===== src/rtl/vmul_arb.sv =====
// Two-requester round-robin front end for a shared vmul FP32 multiplier.
// One operation in flight: grant, issue, wait for the result with a watchdog, then respond.
module vmul_arb #(
  parameter int unsigned TIMEOUT = 200
) (
  input  logic        clk,
  input  logic        rst,
  input  logic [1:0]  req_valid,
  input  logic [63:0] req_a,
  input  logic [63:0] req_b,
  output logic [1:0]  req_ready,
  output logic [1:0]  rsp_valid,
  input  logic [1:0]  rsp_ready,
  output logic [31:0] rsp_data,
  output logic        rsp_err,
  output logic        busy,
  output logic [31:0] mul_din1,
  output logic [31:0] mul_din2,
  output logic        mul_din_rdy,
  input  logic [31:0] mul_dout,
  input  logic        mul_dout_rdy
);

  typedef enum logic [1:0] {IDLE, ISSUE, WAIT_RES, RESP} state_t;

  localparam logic [7:0]  CNT_LAST = 8'(TIMEOUT - 1);
  localparam logic [31:0] QNAN     = 32'h7FC0_0000;

  state_t      state_q, state_d;
  logic [31:0] op_a_q, op_a_d;
  logic [31:0] op_b_q, op_b_d;
  logic        gnt_id_q, gnt_id_d;
  logic        last_id_q, last_id_d;
  logic [7:0]  cnt_q, cnt_d;
  logic [31:0] res_q, res_d;
  logic        err_q, err_d;
  logic        win_id;

  // On a tie the requester not served last wins; otherwise the lone requester wins.
  assign win_id = (req_valid == 2'b11) ? ~last_id_q : req_valid[1];

  always_comb begin
    // NOTE: every signal written here gets a default first, so no path can infer a latch.
    state_d     = state_q;
    op_a_d      = op_a_q;
    op_b_d      = op_b_q;
    gnt_id_d    = gnt_id_q;
    last_id_d   = last_id_q;
    cnt_d       = cnt_q;
    res_d       = res_q;
    err_d       = err_q;
    req_ready   = 2'b00;
    rsp_valid   = 2'b00;
    mul_din_rdy = 1'b0;

    unique case (state_q)
      IDLE: begin
        if (req_valid != 2'b00) begin
          req_ready = win_id ? 2'b10 : 2'b01;
          op_a_d    = win_id ? req_a[63:32] : req_a[31:0];
          op_b_d    = win_id ? req_b[63:32] : req_b[31:0];
          gnt_id_d  = win_id;
          cnt_d     = 8'd0;
          state_d   = ISSUE;
        end
      end
      ISSUE: begin
        mul_din_rdy = 1'b1;
        state_d     = WAIT_RES;
      end
      WAIT_RES: begin
        // The multiplier drops dout_rdy on the issue edge, so a high level here is fresh.
        if (mul_dout_rdy) begin
          res_d   = mul_dout;
          err_d   = 1'b0;
          state_d = RESP;
        end else if (cnt_q == CNT_LAST) begin
          res_d   = QNAN;
          err_d   = 1'b1;
          state_d = RESP;
        end else begin
          cnt_d = cnt_q + 8'd1;
        end
      end
      RESP: begin
        rsp_valid = gnt_id_q ? 2'b10 : 2'b01;
        if (rsp_ready[gnt_id_q]) begin
          last_id_d = gnt_id_q;
          state_d   = IDLE;
        end
      end
      default: state_d = IDLE;
    endcase
  end

  // NOTE: state registers use non-blocking assignments so all flops update together at the edge.
  always_ff @(posedge clk or negedge rst) begin
    if (!rst) begin
      state_q   <= IDLE;
      op_a_q    <= '0;
      op_b_q    <= '0;
      gnt_id_q  <= 1'b0;
      last_id_q <= 1'b1;
      cnt_q     <= '0;
      res_q     <= '0;
      err_q     <= 1'b0;
    end else begin
      state_q   <= state_d;
      op_a_q    <= op_a_d;
      op_b_q    <= op_b_d;
      gnt_id_q  <= gnt_id_d;
      last_id_q <= last_id_d;
      cnt_q     <= cnt_d;
      res_q     <= res_d;
      err_q     <= err_d;
    end
  end

  assign rsp_data = res_q;
  assign rsp_err  = err_q & (state_q == RESP);
  assign busy     = (state_q != IDLE);
  assign mul_din1 = op_a_q;
  assign mul_din2 = op_b_q;

endmodule


===== config.mk =====
export PLATFORM = sky130hd
export DESIGN_NAME = vmul_arb
export DESIGN_NICKNAME = d
export VERILOG_FILES = /design/src/rtl/vmul_arb.sv
export SDC_FILE = /design/constraint.sdc
export NUM_CORES = 1
export LEC_CHECK = 0
export CAP_MARGIN = 20
export CORE_UTILIZATION = 40
export DETAILED_ROUTE_END_ITERATION = 8
export GPL_TIMING_DRIVEN = 0
export PLACE_DENSITY_LB_ADDON = 0.08
export SYNTH_ARGS = -nofsm -noshare
export SYNTH_HDL_FRONTEND = slang
export SYNTH_SLANG_ARGS = --single-unit

===== constraint.sdc =====
create_clock -name clk -period 3.3 [get_ports clk]
set_input_delay 0.495 -clock clk [delete_from_list [all_inputs] [get_ports clk]]
set_output_delay 0.495 -clock clk [all_outputs]
set_load 0.02 [all_outputs]

# Word-level counts from Yosys, hierarchy flattened
# Index checks and enable logic that the tools add are counted.
[word_totals]
regBits = 109
in_bits = 167
output_inout_bits = 103
wordCells = 56
[classes]
n_addsub = 1
n_lt_le_gt_ge = 1
eq_ne = 10
n_mux = 24
bitwise_logic = 2
n_reduce_logical = 10
[ops]
columns = ["operator", "n"]
rows = [
  ["32-bit two-way mux", 4],
  ["8-bit two-way mux", 3],
  ["2-bit two-way mux", 9],
  ["8-bit case mux with 2 select lines", 1],
  ["8-bit by 1-bit adder with 8-bit output (second input constant)", 1],
  ["8-bit == test (second input constant)", 1],
  ["2-bit != test (second input constant)", 4],
  ["2-bit case mux with 4 select lines", 1],
  ["2-bit nonzero test", 4],
  ["2-bit == test (second input constant)", 3],
  ["1-bit two-way mux", 6],
  ["2-bit AND reduction", 3],
  ["4-bit AND reduction", 1],
  ["3-bit != test (second input constant)", 1],
  ["3-bit AND reduction", 1],
  ["2-bit by 1-bit == test with 1-bit output (second input constant)", 1],
  ["2-bit logical NOT", 1],
  ["1-bit by 2-bit less-than comparator with 1-bit output (second input constant)", 1],
  ["1-bit bitwise AND", 1],
  ["1-bit inverter", 1],
]

# Logic depth before layout (Yosys ltp)
[logic_depth]
word_depth = 5
depth_mapped = 7
mapped_depth_nobuf = 6

# Worst setup path before layout
# OpenSTA, ideal clock, no wires.
[synth_timing]
path_kind = "register to output"
from = "reg state_q[0]"
to = "out req_ready[0]"
arrival_time_ns = 1.424
required_ns = 2.805
path_slack_ns = 1.381
stages_incl_launch_ff = 6
n_path_buf = 1
path_cell_list = "dfrtp_1 -> inv_1 -> ha_1 -> o21ai_1 -> clkbuf_1 -> nor2_1"
[synth_via]
elab_chain_cells = 2
[synth_lines]
columns = ["element", "line_no", "source"]
rows = [
  ["start, declared", "29", "state_t state_q, state_d;"],
  ["start signal, assigned", "108", "state_q <= state_d;"],
  ["2-bit logical NOT", "56", "unique case (state_q)"],
  ["2-bit two-way mux", "56", ""],
  ["end, declared", "11", "output logic [1:0] req_ready,"],
]
# Every way passes these cells.

# Final worst setup path
[layout_timing]
from = "in req_valid[1]"
to = "out req_ready[0]"
[layout_via]
elab_chain_cells = 5
elab_cells_between_ends = 6
cone_classes = "1 x eq/ne; 4 x mux; 1 x reduce/logical"
[layout_lines]
columns = ["element", "line_no", "source"]
rows = [
  ["start, declared", "8", "input logic [1:0] req_valid,"],
  ["2-bit == test", "40", "assign win_id = (req_valid == 2'b11) ? ~last_id_q : req_valid[1];"],
  ["1-bit two-way mux", "40", ""],
  ["2-bit two-way mux", "59", "req_ready = win_id ? 2'b10 : 2'b01;"],
  ["2-bit two-way mux (*)", "58", "if (req_valid != 2'b00) begin"],
  ["2-bit two-way mux (*)", "56", ""],
]
# Mark *: on every way between the ends. The rest lies on a longest branch, timed or not.

==> run_summary.xml <==
<?xml version="1.0" encoding="UTF-8"?>
<metrics>
  <group name="global_route">
    <metric name="via_count_of_the_first_global_routing_pass" unit="">4709</metric>
    <metric name="largest_net_degree_at_the_start_of_global_routing" unit="">73</metric>
    <metric name="grt_antenna_before_repair" unit="">0</metric>
    <metric name="grt_usage" unit="">0.2455</metric>
    <metric name="globalRouteOverflowTotal" unit="">0</metric>
    <metric name="grt_first_pass_wirelength" unit="um">23860</metric>
  </group>
  <group name="pwr">
    <metric name="total_power" unit="mW">7.089</metric>
    <metric name="powerDensity" unit="nW/um2">884.3</metric>
    <metric name="ir_drop" unit="mV">0.4550</metric>
    <metric name="total_leakage_power" unit="nW">3.459</metric>
  </group>
  <group name="drt">
    <metric name="routedWlPerCell" unit="um">16.74</metric>
    <metric name="routed_via_density" unit="">5.178</metric>
    <metric name="iteration_0_drc_markers" unit="">249</metric>
    <metric name="drc" unit="">17</metric>
    <metric name="antenna_left" unit="">0</metric>
    <metric name="finalWirelength" unit="um">14640</metric>
    <metric name="drtPass1Iterations" unit="">7</metric>
    <metric name="dr_vias" unit="">4531</metric>
  </group>
  <group name="setup_path">
    <metric name="timing.setup.critical_path_class" unit="">in -&gt; out</metric>
    <metric name="r2r.worst_path.cells" unit="">7</metric>
    <metric name="worst_setup_path_end_kind" unit="">primary output</metric>
    <metric name="terminus_of_the_critical_flop_to_flop_path" unit="">cnt_q[5]$_DFFE_PN0P_</metric>
    <metric name="ff_to_ff_setup_slack" unit="ps">1230</metric>
    <metric name="signal_arrival_time_at_the_worst_endpoint" unit="ps">2570</metric>
    <metric name="crit-reg2reg-launch" unit="">state_q[0]$_DFFE_PN0P_</metric>
    <metric name="critical_path_required" unit="ps">2800</metric>
    <metric name="critPathMaxFanout" unit="">10</metric>
    <metric name="critical_path.startpoint_type" unit="">input pin</metric>
  </group>
  <group name="synthesis">
    <metric name="synth_cells" unit="">446</metric>
    <metric name="synth_seq_cells" unit="">109</metric>
    <metric name="synthesized_netlist_net_count" unit="">618</metric>
    <metric name="synth.cell_area" unit="um2">4793</metric>
    <metric name="post_synth.cell_area_avg" unit="um2">10.75</metric>
    <metric name="ys_top_cells_by_count" unit="">sky130_fd_sc_hd__dfrtp_1 (108), sky130_fd_sc_hd__nand2_1 (74), sky130_fd_sc_hd__o21ai_0 (57), sky130_fd_sc_hd__mux2i_1 (34), sky130_fd_sc_hd__a22oi_1 (31)</metric>
    <metric name="post-synth-top-count-cell" unit="">sky130_fd_sc_hd__dfrtp_1</metric>
    <metric name="synth_sequential_area_ratio" unit="">0.5693</metric>
    <metric name="netlist.area_leader.share" unit="">0.5638</metric>
    <metric name="netlist.top_cell.by_area" unit="">sky130_fd_sc_hd__dfrtp_1</metric>
    <metric name="yosys_most_used_dff" unit="">sky130_fd_sc_hd__dfrtp_1</metric>
    <metric name="ys_types" unit="">41</metric>
    <metric name="asyncSetResetFlopFracSynth" unit="">1.000</metric>
    <metric name="synthTopCellsByArea" unit="">sky130_fd_sc_hd__dfrtp_1 (56%), sky130_fd_sc_hd__mux2i_1 (7.1%), sky130_fd_sc_hd__o21ai_0 (6.0%), sky130_fd_sc_hd__nand2_1 (5.8%), sky130_fd_sc_hd__a22oi_1 (4.9%)</metric>
    <metric name="synth_edf_count" unit="">0</metric>
    <metric name="ys.warnings.count" unit="">0</metric>
  </group>
  <group name="floorplanning">
    <metric name="fp.dieW" unit="um">111.5</metric>
    <metric name="fp.coreArea" unit="um2">11560</metric>
    <metric name="rows" unit="">39</metric>
    <metric name="die_height" unit="um">111.5</metric>
    <metric name="boundaryPins" unit="">270</metric>
    <metric name="total_die_area" unit="um2">12430</metric>
    <metric name="initial_utilization" unit="">0.4145</metric>
  </group>
  <group name="placed_design">
    <metric name="io_buffers" unit="">269</metric>
    <metric name="post-dp-hpwl" unit="um">11270</metric>
    <metric name="routabilityCongestion" unit="">0.8191</metric>
  </group>
  <group name="sta">
    <metric name="hold_viol" unit="">0</metric>
    <metric name="final-max-slew-violation-count" unit="">0</metric>
    <metric name="final.min_clock_period" unit="ps">3062</metric>
    <metric name="max_slew.worst_pin.slew" unit="ps">524.9</metric>
    <metric name="tns_setup" unit="ps">0</metric>
    <metric name="setup_repair_after_global_routing_missed_its_margin" unit="">false</metric>
    <metric name="final.setup_skew" unit="ps">8.295</metric>
    <metric name="fmaxAchievable" unit="GHz">0.3266</metric>
    <metric name="final_cycle_share" unit="">0.9278</metric>
    <metric name="setup_violations_final" unit="">0</metric>
    <metric name="worst_slew_margin_rel" unit="">0.6501</metric>
  </group>
  <group name="clock_tree">
    <metric name="tritoncts_clock_tree" unit="">yes</metric>
    <metric name="postCtsSetupRepairBufs" unit="">0</metric>
    <metric name="clk_latency" unit="ps">350</metric>
    <metric name="clock-root-buffer" unit="">sky130_fd_sc_hd__clkbuf_16</metric>
    <metric name="tritoncts_buffer_count" unit="">9</metric>
    <metric name="clock_transition_at_path_regs" unit="ps">70</metric>
    <metric name="cts_max_path_buffers" unit="">2</metric>
    <metric name="clock_tree.htree_level_count" unit="">3</metric>
    <metric name="tritoncts_num_sinks" unit="">109</metric>
  </group>
  <group name="final_layout">
    <metric name="final_layout_size_suffix_gt1_frac" unit="">0.04372</metric>
    <metric name="syn_to_final_growth" unit="%">67.24</metric>
    <metric name="fin_nets" unit="">899</metric>
    <metric name="n_fill_cell" unit="">938</metric>
    <metric name="final_core_util" unit="">0.6932</metric>
    <metric name="n_diodes" unit="">0</metric>
  </group>
  <group name="outcome">
    <metric name="outcome" unit="">finished, violations left</metric>
    <metric name="failed_checks" unit="">DRC</metric>
  </group>
  <group name="worst_hold_path">
    <metric name="hold_class" unit="">in -&gt; async</metric>
  </group>
  <group name="flow_run">
    <metric name="max_cap_violations" unit="">0</metric>
  </group>
</metrics>
flip-flops by register name (all words and copies together) (netlist names):
name and flops:
mul_din2 32, cnt_q 8, state_q 2, gnt_id_q 1, mul_din1 32, last_id_q 1
err_q 1, rsp_data 32
routing by layer:
layer | global-route usage | wire (um) | share of wire
met1 | 0.2834 | 5821 | 0.40
met2 | 0.4317 | 7589 | 0.52
met3 | 0.08982 | 1153 | 0.079
met4 | 0.06126 | 80 | 0.0055
met5 | 0 | 0 | 0
cell families after synthesis:
group	count (synthesis)	synth area share
AOI/OAI and AO/OA	151	0.2104
adders and majority gates	5	0.01305
buffers and inverters	38	0.03315
DFF	109	0.5693
muxes	35	0.07335
and+or+nand+nor	108	0.1008
metrics by stage:
| stage | cells | worst slack (ps) | instance area, um2 | hold slack [ps] |
|---|---|---|---|---|
| after floorplan | 446 | 1381 | 4793 | 199.4 |
| after global placement | 858 | -2346 | 7665 | 462.9 |
| after detailed placement | 859 | 87.64 | 7690 | 469.3 |
| after CTS | 875 | 78.87 | 8009 | 124.0 |
| after global routing | 875 | 110.6 | 8016 | 141.8 |
| final | 875 | 238.1 | 8016 | 117.6 |
report_power, final:
part	switching, mW	internal (mW)	total, mW
Sequential	0.338	1.95	2.29
Combinational	1.93	1.70	3.63
Clock	0.481	0.689	1.17
Total	2.74	4.34	7.09
worst max path at each step:
stage,endpoint,slack [ps],startpoint,cells after the start
2_1_floorplan,req_ready[0],1380,state_q[0]$_DFFE_PN0P_,5
3_5_place_dp,req_ready[0],90,req_valid[1],5
5_1_grt,req_ready[0],110,req_valid[1],6
6_report,req_ready[0],240,req_valid[1],6
3_3_place_gp,mul_din1[24]$_DFFE_PN0P_,-2350,rst,1
4_1_cts,req_ready[0],80,req_valid[1],5
critical path: stages:
cell                              delay (ps)
sky130_fd_sc_hd__clkdlybuf4s50_1         600
sky130_fd_sc_hd__a21boi_2                290
sky130_fd_sc_hd__buf_2                   310
sky130_fd_sc_hd__buf_2                   260
sky130_fd_sc_hd__nor2_1                   70
sky130_fd_sc_hd__clkdlybuf4s50_1         550
area by class of cell:
type / count / area, um2 / area share
Sequential cell: 109 / 2729 / 0.3404
Timing Repair Buffer: 270 / 2718 / 0.3390
Inverter: 7 / 26.28 / 0.003278
Multi-Input combinational cell: 299 / 1913 / 0.2386
Tap cell: 143 / 178.9 / 0.02232
Buffer: 31 / 132.6 / 0.01654
Clock buffer: 13 / 250.2 / 0.03122
Clock inverter: 3 / 68.82 / 0.008584
repair_timing:
action / 4_1_cts / 5_1_grt
setup endpoints to repair: 0 / 1
hold buffers: 0 / 0
gates resized for setup: 0 / 2
cell usage in the layout (no fill, tap or decap), types with 2 or more instances in the layout:
| master | n |
|---|---|
| sky130_fd_sc_hd__a22o_1 | 24 |
| sky130_fd_sc_hd__clkbuf_16 | 9 |
| sky130_fd_sc_hd__nand4_1 | 3 |
| sky130_fd_sc_hd__o21ai_1 | 10 |
| sky130_fd_sc_hd__o211ai_1 | 3 |
| sky130_fd_sc_hd__nand4b_1 | 3 |
| sky130_fd_sc_hd__mux2i_1 | 34 |
| sky130_fd_sc_hd__buf_4 | 2 |
| sky130_fd_sc_hd__o21ai_0 | 57 |
| sky130_fd_sc_hd__bufinv_16 | 2 |
| sky130_fd_sc_hd__nand3_1 | 3 |
| sky130_fd_sc_hd__buf_2 | 10 |
| sky130_fd_sc_hd__clkdlybuf4s50_1 | 268 |
| sky130_fd_sc_hd__and2_1 | 5 |
| sky130_fd_sc_hd__nor2b_1 | 2 |
| sky130_fd_sc_hd__nor4_1 | 2 |
| sky130_fd_sc_hd__inv_1 | 7 |
| sky130_fd_sc_hd__a22oi_1 | 31 |
| sky130_fd_sc_hd__o31ai_1 | 2 |
| sky130_fd_sc_hd__nand2_1 | 74 |
| sky130_fd_sc_hd__ha_1 | 5 |
| sky130_fd_sc_hd__a21oi_1 | 5 |
| sky130_fd_sc_hd__clkbuf_1 | 22 |
| sky130_fd_sc_hd__dfrtp_1 | 108 |
| sky130_fd_sc_hd__nor3_1 | 2 |
| sky130_fd_sc_hd__nor2_1 | 9 |
| sky130_fd_sc_hd__o22a_1 | 9 |
Note: power is estimated with default switching activity, not from simulation.
